**src/rtl/uart_pkg.sv**
```systemverilog
// Shared definitions for the uart_tx_seq16 transmitter.
//   tx_state_t   : transmitter FSM states (PARITY exists only when
//                  UART_TX_PARITY_EN is defined)
//   DATA_BITS    : payload bits per serial frame
//   clks_per_bit : clock cycles per serial bit for a given clock/baud pair
package uart_pkg;

    localparam int DATA_BITS = 8;

`ifdef UART_TX_PARITY_EN
    typedef enum logic [2:0] {IDLE, START, DATA, STOP, PARITY} tx_state_t;
`else
    typedef enum logic [1:0] {IDLE, START, DATA, STOP} tx_state_t;
`endif

    function automatic int clks_per_bit(input int clk_freq, input int baud);
        return clk_freq / baud;
    endfunction

endpackage

```
**src/rtl/uart_tx_seq16_if.sv**
```systemverilog
// Handshake between the transmit sequencer (master) and the UART
// transmitter (slave).
//   tx_start : request to send, honoured only while the transmitter is idle
//   tx_data  : payload, [7:0] = byte 0 (sent first), [15:8] = byte 1
//   send16   : 1 = send both bytes, 0 = byte 0 only
//   busy     : transfer in progress
//   tx_done  : one-cycle pulse when the whole transfer completes
interface uart_tx_seq16_if;
    logic        tx_start;
    logic [15:0] tx_data;
    logic        send16;
    logic        busy;
    logic        tx_done;

    modport master (output tx_start, tx_data, send16, input  busy, tx_done);
    modport slave  (input  tx_start, tx_data, send16, output busy, tx_done);
endinterface

```
**src/rtl/uart_baud_tick.sv**
```systemverilog
// Bit-period timer. Counts 0..CLKS_PER_BIT-1 and raises tick_o for one
// cycle on the last count of every bit period; the counter then reloads
// to 0. clr_i holds the counter at 0 so a frame starts on a full period.
//   clock, reset : system clock, async active-high reset
//   clr_i        : hold counter at zero
//   tick_o       : one-cycle bit-boundary strobe
module uart_baud_tick #(
    parameter int CLKS_PER_BIT = 868
) (
    input  logic clock,
    input  logic reset,
    input  logic clr_i,
    output logic tick_o
);
    localparam int CW = (CLKS_PER_BIT > 1) ? $clog2(CLKS_PER_BIT) : 1;
    localparam logic [CW-1:0] LAST = CW'(CLKS_PER_BIT - 1);

    logic [CW-1:0] cnt_q;

    always_ff @(posedge clock or posedge reset) begin
        if (reset) begin
            cnt_q <= '0;
        end else if (clr_i || cnt_q == LAST) begin
            cnt_q <= '0;
        end else begin
            cnt_q <= cnt_q + CW'(1);
        end
    end

    assign tick_o = (cnt_q == LAST) && !clr_i;

endmodule

```
**src/rtl/uart_tx_seq16.sv**
```systemverilog
// UART transmitter for the operand/ALU-control transmit sequencer.
// Sends byte 0, or byte 0 then byte 1 back-to-back, as 8N1 frames
// (8E1 data+parity when UART_TX_PARITY_EN is defined).
//   clock, reset : system clock, async active-high reset
//   seq          : sequencer handshake (uart_tx_seq16_if.slave)
//   tx           : serial line, idles high, registered
// Optional feature macro: UART_TX_PARITY_EN (even parity bit after data).
// CLKS_PER_BIT (CLK_FREQ/BAUD_RATE) must be at least 2.
module uart_tx_seq16
    import uart_pkg::*;
#(
    parameter int CLK_FREQ  = 100_000_000,
    parameter int BAUD_RATE = 115_200
) (
    input  logic               clock,
    input  logic               reset,
    uart_tx_seq16_if.slave     seq,
    output logic               tx
);
    localparam int CLKS_PER_BIT = clks_per_bit(CLK_FREQ, BAUD_RATE);

    tx_state_t   state_q;
    logic [15:0] data_q;
    logic        s16_q;
    logic        byte_q;
    logic [2:0]  bit_q;
    logic        tx_q;
    logic        busy_q;
    logic        done_q;
    logic        tick;
    logic [7:0]  cur_byte;

    assign cur_byte = byte_q ? data_q[15:8] : data_q[7:0];

    // Timer is held cleared while idle so the start bit gets a full period.
    uart_baud_tick #(.CLKS_PER_BIT(CLKS_PER_BIT)) u_tick (
        .clock  (clock),
        .reset  (reset),
        .clr_i  (state_q == IDLE),
        .tick_o (tick)
    );

    always_ff @(posedge clock or posedge reset) begin
        if (reset) begin
            state_q <= IDLE;
            data_q  <= '0;
            s16_q   <= 1'b0;
            byte_q  <= 1'b0;
            bit_q   <= '0;
            tx_q    <= 1'b1;
            busy_q  <= 1'b0;
            done_q  <= 1'b0;
        end else begin
            done_q <= 1'b0;
            case (state_q)
                IDLE: begin
                    if (seq.tx_start) begin
                        data_q  <= seq.tx_data;
                        s16_q   <= seq.send16;
                        byte_q  <= 1'b0;
                        bit_q   <= '0;
                        tx_q    <= 1'b0;
                        busy_q  <= 1'b1;
                        state_q <= START;
                    end
                end
                START: begin
                    if (tick) begin
                        tx_q    <= cur_byte[0];
                        bit_q   <= '0;
                        state_q <= DATA;
                    end
                end
                DATA: begin
                    if (tick) begin
                        if (bit_q == 3'(DATA_BITS - 1)) begin
                            bit_q   <= '0;
`ifdef UART_TX_PARITY_EN
                            tx_q    <= ^cur_byte;
                            state_q <= PARITY;
`else
                            tx_q    <= 1'b1;
                            state_q <= STOP;
`endif
                        end else begin
                            bit_q <= bit_q + 3'd1;
                            tx_q  <= cur_byte[bit_q + 3'd1];
                        end
                    end
                end
`ifdef UART_TX_PARITY_EN
                PARITY: begin
                    if (tick) begin
                        tx_q    <= 1'b1;
                        state_q <= STOP;
                    end
                end
`endif
                STOP: begin
                    if (tick) begin
                        if (!byte_q && s16_q) begin
                            // Second byte follows immediately: stop bit
                            // goes straight into the next start bit.
                            byte_q  <= 1'b1;
                            tx_q    <= 1'b0;
                            state_q <= START;
                        end else begin
                            byte_q  <= 1'b0;
                            tx_q    <= 1'b1;
                            busy_q  <= 1'b0;
                            done_q  <= 1'b1;
                            state_q <= IDLE;
                        end
                    end
                end
                default: state_q <= IDLE;
            endcase
        end
    end

    assign tx          = tx_q;
    assign seq.busy    = busy_q;
    assign seq.tx_done = done_q;

endmodule
```
**src/flat_wrapper.sv**
```systemverilog
// flat-port wrapper written by rule: the top's interface ports become plain ports
module uart_tx_seq16_flat import uart_pkg::*;
#(
    parameter int CLK_FREQ  = 100_000_000,
    parameter int BAUD_RATE = 115_200
)
  (clock, reset, tx, seq_tx_start, seq_tx_data, seq_send16, seq_busy, seq_tx_done);
  uart_tx_seq16_if seq_i ();
  input  logic clock;
  input  logic reset;
  output logic tx;
  input wire logic [$bits(seq_i.tx_start)-1:0] seq_tx_start;
  input wire logic [$bits(seq_i.tx_data)-1:0] seq_tx_data;
  input wire logic [$bits(seq_i.send16)-1:0] seq_send16;
  output wire logic [$bits(seq_i.busy)-1:0] seq_busy;
  output wire logic [$bits(seq_i.tx_done)-1:0] seq_tx_done;
  assign seq_i.tx_start = seq_tx_start;
  assign seq_i.tx_data = seq_tx_data;
  assign seq_i.send16 = seq_send16;
  assign seq_busy = seq_i.busy;
  assign seq_tx_done = seq_i.tx_done;
  uart_tx_seq16 #(.CLK_FREQ(CLK_FREQ), .BAUD_RATE(BAUD_RATE)) u_core (.clock(clock), .reset(reset), .seq(seq_i), .tx(tx));
endmodule
```
**config.mk**
```make
export PLATFORM = sky130hd
export DESIGN_NAME = uart_tx_seq16_flat
export DESIGN_NICKNAME = d
export VERILOG_FILES = /design/src/rtl/uart_pkg.sv /design/src/rtl/uart_tx_seq16_if.sv /design/src/rtl/uart_baud_tick.sv /design/src/rtl/uart_tx_seq16.sv /design/src/flat_wrapper.sv
export SDC_FILE = /design/constraint.sdc
export NUM_CORES = 1
export LEC_CHECK = 0
export CORE_ASPECT_RATIO = 1.5
export CORE_MARGIN = 3
export CORE_UTILIZATION = 49
export CTS_CLUSTER_SIZE = 40
export DETAILED_ROUTE_END_ITERATION = 7
export PLACE_DENSITY = 0.79
export SLEW_MARGIN = 20
export SYNTH_ARGS = -nofsm -noshare
export SYNTH_HDL_FRONTEND = slang
export SYNTH_SLANG_ARGS = --single-unit
export TNS_END_PERCENT = 30
```
**constraint.sdc**
```tcl
create_clock -name clock -period 2.15 [get_ports clock]
set_input_delay 0.3225 -clock clock [delete_from_list [all_inputs] [get_ports clock]]
set_output_delay 0.3225 -clock clock [all_outputs]
set_load 0.02 [all_outputs]
```
==> flow_summary.json <==
{
  "dr.first_iter.drc_count": 19,
  "ioPinCount": 23,
  "die_h_um": 80.1,
  "detailedRoute.firstPassIterationCount": 4,
  "synth_top_cell_area_share": 0.489,
  "placed_cells_incl_taps": 219,
  "asyncSetResetFlopFracSynth": 1.00,
  "core_mm2": 0.00345,
  "insertion_delay_ns": 0.29,
  "cts_sinks": 36,
  "critical_path_class": "flip-flop to flip-flop",
  "hold_buffers": 0,
  "dp.final_hpwl_um": 2730,
  "via_per_inst": 5.53,
  "critical_path_data_arrival_time_ns": 2.29,
  "die-width_um": 55.4,
  "max_slew_margin": 0.703,
  "yosysUniqueCellTypes": 42,
  "finalInstanceArea_mm2": 0.00218,
  "final_net_count": 212,
  "cts.reportedPaths.clkPinSlew_ns": 0.07,
  "p_leak_nw": 1.04,
  "post_layout_nonfiller_instances": 227,
  "ys_dominant_reg_cell": "dfrtp_1",
  "yosys.area.top_type": "dfrtp_1",
  "cts_root_buf": "clkbuf_8",
  "min_period_over_period": 0.960,
  "rsz0062_at_grt": "no",
  "postLayoutSetupSlackWorst_ns": 0.0866,
  "drive_gt1_frac": 0.0919,
  "yosys_register_bits": 36,
  "fp-row-count": 26,
  "timing_hold_violations_final": 0,
  "clock-skew-final_ns": 0.00669,
  "totalNegativeSetupSlack_ns": 0,
  "netlist_area_mm2": 0.00179,
  "total_wire_length_um": 3510,
  "run_status": "complete, no violations",
  "cts.htree.levels": 2,
  "worstSetupEndpointType": "flip-flop",
  "grtUsageTotal": 0.182,
  "route.antenna.remaining_nets": 0,
  "cts_inserted_buffers": 5,
  "initial_cell_density_of_the_core": 0.520,
  "yosys-top-cells-area": "dfrtp_1 49%, mux2_1 11%, ha_1 5.6%",
  "clock_path_buffers": 2,
  "num_antenna_cells": 0,
  "max_freq_ghz": 0.485,
  "net_count_synth": 182,
  "first_global_vias": 1344,
  "synthesis.yosys.warnings": 0,
  "route.vias.total": 1255,
  "tritoncts": "built",
  "min-delay-path-class": "input port to async pin",
  "slew_viol_final": 0,
  "dp_slack_ns": 0.0637,
  "numPortBuffers": 22,
  "syn-instance-count": 154,
  "postSynthAreaPerCell_um2": 11.6,
  "global_route.overflow_total": 0,
  "crit_fanout": 4,
  "synth_seq_area_share": 0.503,
  "required_ns": 2.37,
  "post_dp_cell_area_mm2": 0.00208,
  "routedWlPerCell_um": 15.5,
  "power.ir.vdd_worst_mv": 0.492,
  "timing.hold.ws_ns": 0.434,
  "grt_first_pass_wirelength_um": 6150,
  "total_die_area_mm2": 0.00443,
  "area_growth_from_synthesis_to_layout_pct": 21.4,
  "post-route-min-period_ns": 2.06,
  "worst_pin_slew_ns": 0.446,
  "finalSetupViolations": 0,
  "power_density_mw_per_mm2": 542,
  "grt_antenna_before_repair": 0,
  "number_of_maximum_capacitance_violations": 0,
  "grt_max_degree": 37,
  "synth_edf_count": 0,
  "critical_path.startpoint_type": "flip-flop",
  "gp_congestion": 0.847,
  "yosysMostFrequentCell": "dfrtp_1",
  "most_frequent_cells_after_synthesis": "35 x dfrtp_1, 17 x mux2_1, 14 x nor2_1",
  "post-route-drc-count": 0
}
## sequential cells by signal (all words and copies together), names as in the netlist
signal               count
u_core.s16_q             1
u_core.data_q           16
u_core.byte_q            1
u_core.bit_q             3
u_core.tx                1
u_core.state_q           2
u_core.u_tick.cnt_q     10
u_core.seq.tx_done       1
u_core.seq.busy          1
## cell type report
class,count,area (um2)
multi-input combinational,105,852
timing repair buffer,26,250
inverter,10,37.5
clock inverter,1,5.00
sequential,36,902
fill,286,1270
tap,42,52.6
clock buffer,7,76.3
## final timing paths
| path | from | to | slack (ns) | cells after the start |
|---|---|---|---|---|
| hold / removal | reset | u_core.bit_q[2] | 0.43 | 3 |
| hold reg to reg | u_core.u_tick.cnt_q[0] | u_core.u_tick.cnt_q[0] | 0.50 | 1 |
| setup reg to reg | u_core.bit_q[0] | u_core.tx | 0.09 | 5 |
| setup / recovery | u_core.bit_q[0] | u_core.tx | 0.09 | 5 |
| max in group asynchronous | reset | u_core.tx | 1.38 | 3 |
| min in group clock | u_core.u_tick.cnt_q[0] | u_core.u_tick.cnt_q[0] | 0.50 | 1 |
## per-stage QoR
step                power [mW]  utilization
CTS                       1.20        0.626
global route              1.23        0.631
finish                    1.18        0.631
detailed placement       0.740        0.602
floorplan                0.700            -
global placement         0.739        0.602
## logic make-up after synthesis
family | synth area share
buffers and inverters | 0.0314
muxes | 0.162
xor gates and xnor gates | 0.0391
and+or+nand+nor | 0.122
adders and majority gates | 0.0559
AOI/OAI and AO/OA | 0.0866
DFF | 0.503
## cell usage in the layout, fill, tap and decap left out, drive strengths merged, types with 2 or more instances in the layout
master | Yosys | routed
dfrtp | 35 | 35
clkdlybuf4s50 | 0 | 22
mux2 | 17 | 17
nor2 | 14 | 14
inv | 10 | 10
nand2 | 8 | 8
ha | 8 | 8
o21ai | 8 | 8
a21oi | 7 | 7
clkbuf | 2 | 7
mux2i | 5 | 5
nand3 | 4 | 4
xor2 | 4 | 4
xnor2 | 4 | 4
buf | 1 | 4
and3 | 2 | 2
o22ai | 2 | 2
nand4 | 2 | 2
mux4 | 2 | 2
a2111oi | 2 | 2
## critical path, stage by stage (launching register included)
cell and delay (ns):
dfrtp_1 0.42, ha_1 0.33, mux4_1 0.62, a2111oi_4 0.37, nor4b_1 0.09, o22a_1 0.18
## report_power, final
part	internal [mW]	total [mW]	switching, mW
clock network	0.227	0.453	0.226
logic	0.0312	0.0481	0.0169
registers	0.677	0.677	0
total	0.936	1.18	0.243
## metal layers
layer | routed length [um] | track usage
met5 | 0 | 0
met4 | 61 | 0.0803
met3 | 125 | 0.0498
met2 | 2000 | 0.341
met1 | 1320 | 0.186
## timing repair
action / CTS / global route
gates resized for setup: 0 / 3
setup buffers: 0 / 0
endpoints found under the setup margin: 0 / 1
No activity file was read; power rests on OpenSTA's default activity.
